### src/rtl/usb_tx_pkg.sv
// Shared types and constants for the USB transmit packetizer: FSM states, PID codes, CRC16 constants
// and the byte-wide reflected CRC16 update used by usb_crc16.
package usb_tx_pkg;

    typedef enum logic [2:0] {
        ST_IDLE = 3'd0,
        ST_PID  = 3'd1,
        ST_DATA = 3'd2,
        ST_CRC1 = 3'd3,
        ST_CRC2 = 3'd4,
        ST_DONE = 3'd5
    } state_e;

    localparam logic [3:0]  PID_DATA0    = 4'h3;
    localparam logic [3:0]  PID_DATA1    = 4'hB;
    localparam logic [15:0] CRC16_INIT   = 16'hFFFF;
    localparam logic [15:0] CRC16_POLY_R = 16'hA001;

    // LSB-first byte update of the reflected USB CRC16
    function automatic logic [15:0] crc16_byte(input logic [15:0] crc_in, input logic [7:0] data_in);
        logic [15:0] c;
        c = crc_in;
        for (int i = 0; i < 8; i++) begin
            if ((c[0] ^ data_in[i]) == 1'b1) begin
                c = (c >> 1) ^ CRC16_POLY_R;
            end else begin
                c = c >> 1;
            end
        end
        return c;
    endfunction

endpackage

### src/rtl/usb_crc16.sv
// Byte-wide USB CRC16 register: clear reloads the init value, enable folds one byte in.
// Only instantiated when USB_TX_CRC16_EN is defined.
module usb_crc16
    import usb_tx_pkg::*;
(
    input  logic        clk,
    input  logic        reset,
    input  logic        clear_i,
    input  logic        en_i,
    input  logic [7:0]  data_i,
    output logic [15:0] crc_o
);

    logic [15:0] crc_q;

    // CRC accumulator; clear has priority over a same-cycle enable
    always_ff @(posedge clk) begin
        if (!reset) begin
            crc_q <= CRC16_INIT;
        end else if (clear_i) begin
            crc_q <= CRC16_INIT;
        end else if (en_i) begin
            crc_q <= crc16_byte(crc_q, data_i);
        end else begin
            crc_q <= crc_q;
        end
    end

    assign crc_o = crc_q;

endmodule

### src/rtl/usb_tx_packetizer.sv
// USB-style transmit packet sequencer: PID, N payload bytes, optional CRC16 over a valid/ready stream.
// Define USB_TX_CRC16_EN to append the inverted CRC16 (low byte first) after the payload.
module usb_tx_packetizer
    import usb_tx_pkg::*;
#(
    parameter int DATA_W  = 8,
    parameter int MAX_LEN = 64,
    parameter int HIST_W  = 10,
    localparam int LEN_W  = $clog2(MAX_LEN + 1)
) (
    input  logic              clk,
    input  logic              reset,
    input  logic              send_data,
    input  logic [3:0]        pid,
    input  logic [LEN_W-1:0]  len,
    input  logic [DATA_W-1:0] in_data,
    input  logic              in_valid,
    output logic              in_ready,
    output logic [DATA_W-1:0] tx_data,
    output logic              tx_valid,
    input  logic              tx_ready,
    output logic              busy,
    output logic              done,
    output logic [HIST_W-1:0] hist
);

    state_e             state_q;
    logic [3:0]         pid_q;
    logic [LEN_W-1:0]   len_q;
    logic [LEN_W-1:0]   cnt_q;
    logic               busy_q;
    logic               done_q;
    logic [HIST_W-1:0]  hist_q;
    logic               beat_s;
    logic               tx_valid_s;
    logic [DATA_W-1:0]  tx_data_s;
    logic               in_ready_s;
    logic [LEN_W-1:0]   len_sat_s;

    assign beat_s    = tx_valid_s & tx_ready;
    assign len_sat_s = (len > LEN_W'(MAX_LEN)) ? LEN_W'(MAX_LEN) : len;

`ifdef USB_TX_CRC16_EN
    logic [15:0] crc_s;

    usb_crc16 u_crc (
        .clk     (clk),
        .reset   (reset),
        .clear_i ((state_q == ST_IDLE) && send_data),
        .en_i    ((state_q == ST_DATA) && beat_s),
        .data_i  (in_data[7:0]),
        .crc_o   (crc_s)
    );
`endif

    // Packet sequencer; done/busy are registered alongside the state
    always_ff @(posedge clk) begin
        if (!reset) begin
            state_q <= ST_IDLE;
            pid_q   <= 4'h0;
            len_q   <= '0;
            cnt_q   <= '0;
            busy_q  <= 1'b0;
            done_q  <= 1'b0;
        end else begin
            done_q <= 1'b0;
            case (state_q)
                ST_IDLE: begin
                    if (send_data) begin
                        state_q <= ST_PID;
                        pid_q   <= pid;
                        len_q   <= len_sat_s;
                        cnt_q   <= '0;
                        busy_q  <= 1'b1;
                    end else begin
                        busy_q  <= 1'b0;
                    end
                end
                ST_PID: begin
                    if (beat_s) begin
                        if (len_q != '0) begin
                            state_q <= ST_DATA;
                        end else begin
`ifdef USB_TX_CRC16_EN
                            state_q <= ST_CRC1;
`else
                            state_q <= ST_DONE;
                            done_q  <= 1'b1;
`endif
                        end
                    end
                end
                ST_DATA: begin
                    if (beat_s) begin
                        cnt_q <= cnt_q + LEN_W'(1);
                        if (cnt_q == len_q - LEN_W'(1)) begin
`ifdef USB_TX_CRC16_EN
                            state_q <= ST_CRC1;
`else
                            state_q <= ST_DONE;
                            done_q  <= 1'b1;
`endif
                        end
                    end
                end
`ifdef USB_TX_CRC16_EN
                ST_CRC1: begin
                    if (beat_s) begin
                        state_q <= ST_CRC2;
                    end
                end
                ST_CRC2: begin
                    if (beat_s) begin
                        state_q <= ST_DONE;
                        done_q  <= 1'b1;
                    end
                end
`endif
                ST_DONE: begin
                    state_q <= ST_IDLE;
                    busy_q  <= 1'b0;
                end
                default: begin
                    state_q <= ST_IDLE;
                    busy_q  <= 1'b0;
                end
            endcase
        end
    end

    // Beat history, runs in every state
    always_ff @(posedge clk) begin
        if (!reset) begin
            hist_q <= '0;
        end else begin
            hist_q <= {hist_q[HIST_W-2:0], beat_s};
        end
    end

    // Stream outputs decoded straight from the state so a byte can go out in the cycle it is offered
    always_comb begin
        tx_valid_s = 1'b0;
        tx_data_s  = '0;
        in_ready_s = 1'b0;
        case (state_q)
            ST_PID: begin
                tx_valid_s = 1'b1;
                tx_data_s  = DATA_W'({~pid_q, pid_q});
            end
            ST_DATA: begin
                tx_valid_s = in_valid;
                tx_data_s  = in_data;
                in_ready_s = tx_ready;
            end
`ifdef USB_TX_CRC16_EN
            ST_CRC1: begin
                tx_valid_s = 1'b1;
                tx_data_s  = DATA_W'(~crc_s[7:0]);
            end
            ST_CRC2: begin
                tx_valid_s = 1'b1;
                tx_data_s  = DATA_W'(~crc_s[15:8]);
            end
`endif
            default: begin
                tx_valid_s = 1'b0;
                tx_data_s  = '0;
                in_ready_s = 1'b0;
            end
        endcase
    end

    assign tx_valid = tx_valid_s;
    assign tx_data  = tx_data_s;
    assign in_ready = in_ready_s;
    assign busy     = busy_q;
    assign done     = done_q;
    assign hist     = hist_q;

endmodule

### config.mk
export PLATFORM = sky130hd
export DESIGN_NAME = usb_tx_packetizer
export DESIGN_NICKNAME = d
export VERILOG_FILES = /design/src/rtl/usb_tx_pkg.sv /design/src/rtl/usb_crc16.sv /design/src/rtl/usb_tx_packetizer.sv
export SDC_FILE = /design/constraint.sdc
export NUM_CORES = 1
export LEC_CHECK = 0
export BUFFER_PORTS_ARGS = -buffer_cell sky130_fd_sc_hd__buf_4
export CORE_ASPECT_RATIO = 2
export CORE_UTILIZATION = 55
export CTS_CLUSTER_SIZE = 8
export DETAILED_ROUTE_END_ITERATION = 8
export GPL_TIMING_DRIVEN = 0
export PLACE_DENSITY = 0.95
export SLEW_MARGIN = 10
export SYNTH_ARGS = -nofsm -noshare
export SYNTH_HDL_FRONTEND = slang
export SYNTH_SLANG_ARGS = --single-unit
### constraint.sdc
create_clock -name clk -period 3.4 [get_ports clk]
set_clock_uncertainty 0.05 [all_clocks]
set_input_delay 0.68 -clock clk [delete_from_list [all_inputs] [get_ports clk]]
set_output_delay 0.68 -clock clk [all_outputs]
set_load 0.01 [all_outputs]
==> results.json <==
{
  "status": "finished clean",
  "end_kind": "output pin",
  "vias_per_cell": 5.678,
  "cts.repair.resized": 0,
  "synth_area_sq_um": 1638,
  "die_x_um": 40.59,
  "layout.cells.non_filler": 261,
  "grtUsageTotal": 0.2738,
  "stdcell_area_sq_um": 2121,
  "critPathRequiredTime_ns": 2.67,
  "dp_hpwl_um": 2996,
  "synth_cell_type_count": 45,
  "yosysMostFrequentCell": "dfxtp_1",
  "worst-r2r-cell-count": 6,
  "p_sw_mw": 0.5140,
  "ys_seq_elements": 33,
  "port_buffers": 44,
  "grt_pass1_vias": 1424,
  "die_area_sq_um": 3213,
  "numCtsBuffers": 5,
  "routed_wl_um": 3887,
  "crit_fanout": 10,
  "met2_usage": 0.5016,
  "finalCriticalPeriod_ns": 2.659,
  "crit_arrival_ns": 1.93,
  "min_period_over_period": 0.7821,
  "vias": 1482,
  "syn_avg_cell_area_sq_um": 9.099,
  "fp.coreArea_sq_um": 2804,
  "die_height_um": 79.17,
  "grt_setup_unrepaired": "no",
  "hp-class": "flip-flop to flip-flop",
  "drcViolationCount": 0,
  "synth_area_leaders": "dfxtp_1 (40%), and2_1 (4.2%), nor2b_1 (4.2%), a21oi_1 (3.4%), xnor2_1 (3.2%)",
  "hold_viol": 0,
  "synth_top_area_cell": "dfxtp_1",
  "max_freq_mhz": 376.1,
  "firstDrtPassIters": 4,
  "whs_ns": 0.4107,
  "p_clk_frac": 0.262,
  "crit_type": "flip-flop to output pin",
  "total_power_mw": 1.456,
  "num_io_pins": 46,
  "syn_to_final_growth_pct": 29.49,
  "slew_headroom": 0.7025,
  "row_count": 27,
  "intPower_mw": 0.9422,
  "cap_violations": 0,
  "numClockSinks": 33,
  "synth.top_cell.area_share": 0.4034,
  "post-place-ws_ns": 1.065,
  "synth_ff_type": "dfxtp_1",
  "setup-tns-final_ns": 0,
  "busiest_layer": "met2",
  "clkLatencyLatePin_ns": 0.29,
  "finalSetupViolCount": 0,
  "drv_slew": 0,
  "grt_overflow": 0,
  "cts_max_path_buffers": 2,
  "use_met1": 0.2518,
  "placement.cell_area_sq_um": 2004,
  "antenna_found_initial": 0,
  "antenna_cells": 0,
  "ant_nets": 0,
  "ys_seq_area_frac": 0.4034,
  "power_density_nw_per_um2": 686.6,
  "drive_gt1_frac": 0.2759,
  "gp_congestion": 0.8296,
  "synth_top_cells_by_count": "dfxtp_1 (33), a21oi_1 (11), and2_1 (11), nand2_1 (11), nor2b_1 (11)",
  "syn-num-nets": 207,
  "tightest_slew_ns": 0.4462,
  "cts_max_level": 2,
  "setup_slack_ns": 0.7410,
  "synthArstFlopShare": 0,
  "power_frac_comb": 0.423,
  "cts_tree": "yes",
  "finalNetCount": 258,
  "syn_inst": 180,
  "start_kind": "flip-flop",
  "grt_max_degree": 11,
  "yosysWarnings": 0,
  "synth-edff-count": 0,
  "start_util": 0.5841,
  "post-route-util": 0.7564,
  "grtUsageMet3": 0.06145,
  "cts-root-buf": "clkbuf_8",
  "ir_worst_vdd_v": 0.0004602,
  "hold-path-cell-count": 1,
  "post_cts_buffers": 0,
  "power_frac_seq": 0.315,
  "p_sw_frac": 0.3530,
  "grt_first_pass_wirelength_um": 6078,
  "wire_per_inst_um": 14.89,
  "drt-initial-drc-count": 12,
  "dp.cells": 253,
  "cts_hold_buf": 0,
  "path_clk_slew_ns": 0.07,
  "power.leakage_nw": 0.9083
}
## layout make-up
type / count / area [sq um]
clock buffer: 7 / 86.33
timing repair buffer: 44 / 330.3
tap: 29 / 36.28
inverter: 5 / 18.77
multi-input combinational: 132 / 915.9
sequential: 33 / 660.6
clock inverter: 1 / 30.03
buffer: 10 / 42.54
fill: 208 / 683.2
## worst max-delay path: stages (launching register included)
cell and delay (ns):
dfxtp_1 0.31, clkbuf_1 0.19, nor3_1 0.37, clkbuf_1 0.41, nand2_1 0.10, o21ai_0 0.09, buf_4 0.15
## worst paths after layout
path                                  from         end  slack [ns]
worst max-delay path            state_q[0]  tx_data[4]        0.74
worst min-delay path               hist[3]     hist[4]        0.41
worst max register to register    len_q[0]  state_q[0]        1.37
worst min register to register     hist[3]     hist[4]        0.41
## power by group through the flow
stage | Combinational [mW] | Clock [mW] | Sequential [mW]
4_1_cts | 0.616 | 0.387 | 0.458
6_report | 0.616 | 0.381 | 0.458
5_1_grt | 0.674 | 0.399 | 0.463
3_3_place_gp | 0.597 | 0 | 0.464
2_1_floorplan | 0.409 | 0 | 0.462
3_5_place_dp | 0.613 | 0 | 0.466
## metal layers
| layer | vias up | wire length, um |
|---|---|---|
| met3 | 10 | 114 |
| met5 | - | 0 |
| li1 | 728 | - |
| met4 | 0 | 104 |
| met2 | 34 | 2295 |
| met1 | 710 | 1372 |
## kinds of logic after synthesis
| family | after synthesis | share of synthesized area |
|---|---|---|
| xor+xnor | 13 | 0.07410 |
| flops | 33 | 0.4034 |
| buf+inv | 15 | 0.03743 |
| simple gates | 70 | 0.2475 |
| mux | 5 | 0.03056 |
| compound gates | 41 | 0.1841 |
| fa+ha+maj | 3 | 0.02292 |
## placed cells by master, fill, tap and decap left out, types with 2 or more instances in the layout
cell type	synthesis	routed
nand3_1	3	3
nand4_1	5	5
and2_1	11	11
and3_1	2	2
xnor2_1	6	6
inv_1	5	5
nor3_1	2	2
nand2_1	11	11
buf_4	0	44
a31oi_1	2	2
nor3b_1	6	6
o21ai_0	6	6
clkbuf_8	0	6
a22o_1	4	4
dfxtp_1	33	33
nor2b_1	11	11
nand2b_1	3	3
o21ai_1	3	3
o21a_1	2	2
a21boi_1	2	2
clkbuf_1	6	7
ha_1	3	3
mux2i_1	5	5
xor2_1	6	6
buf_2	4	4
a21oi_1	11	11
nor2_1	8	8
## state kept, by name (all words and copies together), names as in the netlist
name     flops
busy         1
cnt_q        7
done         1
hist        10
len_q        7
pid_q        4
state_q      3
Power figures use the tool's default switching activity.
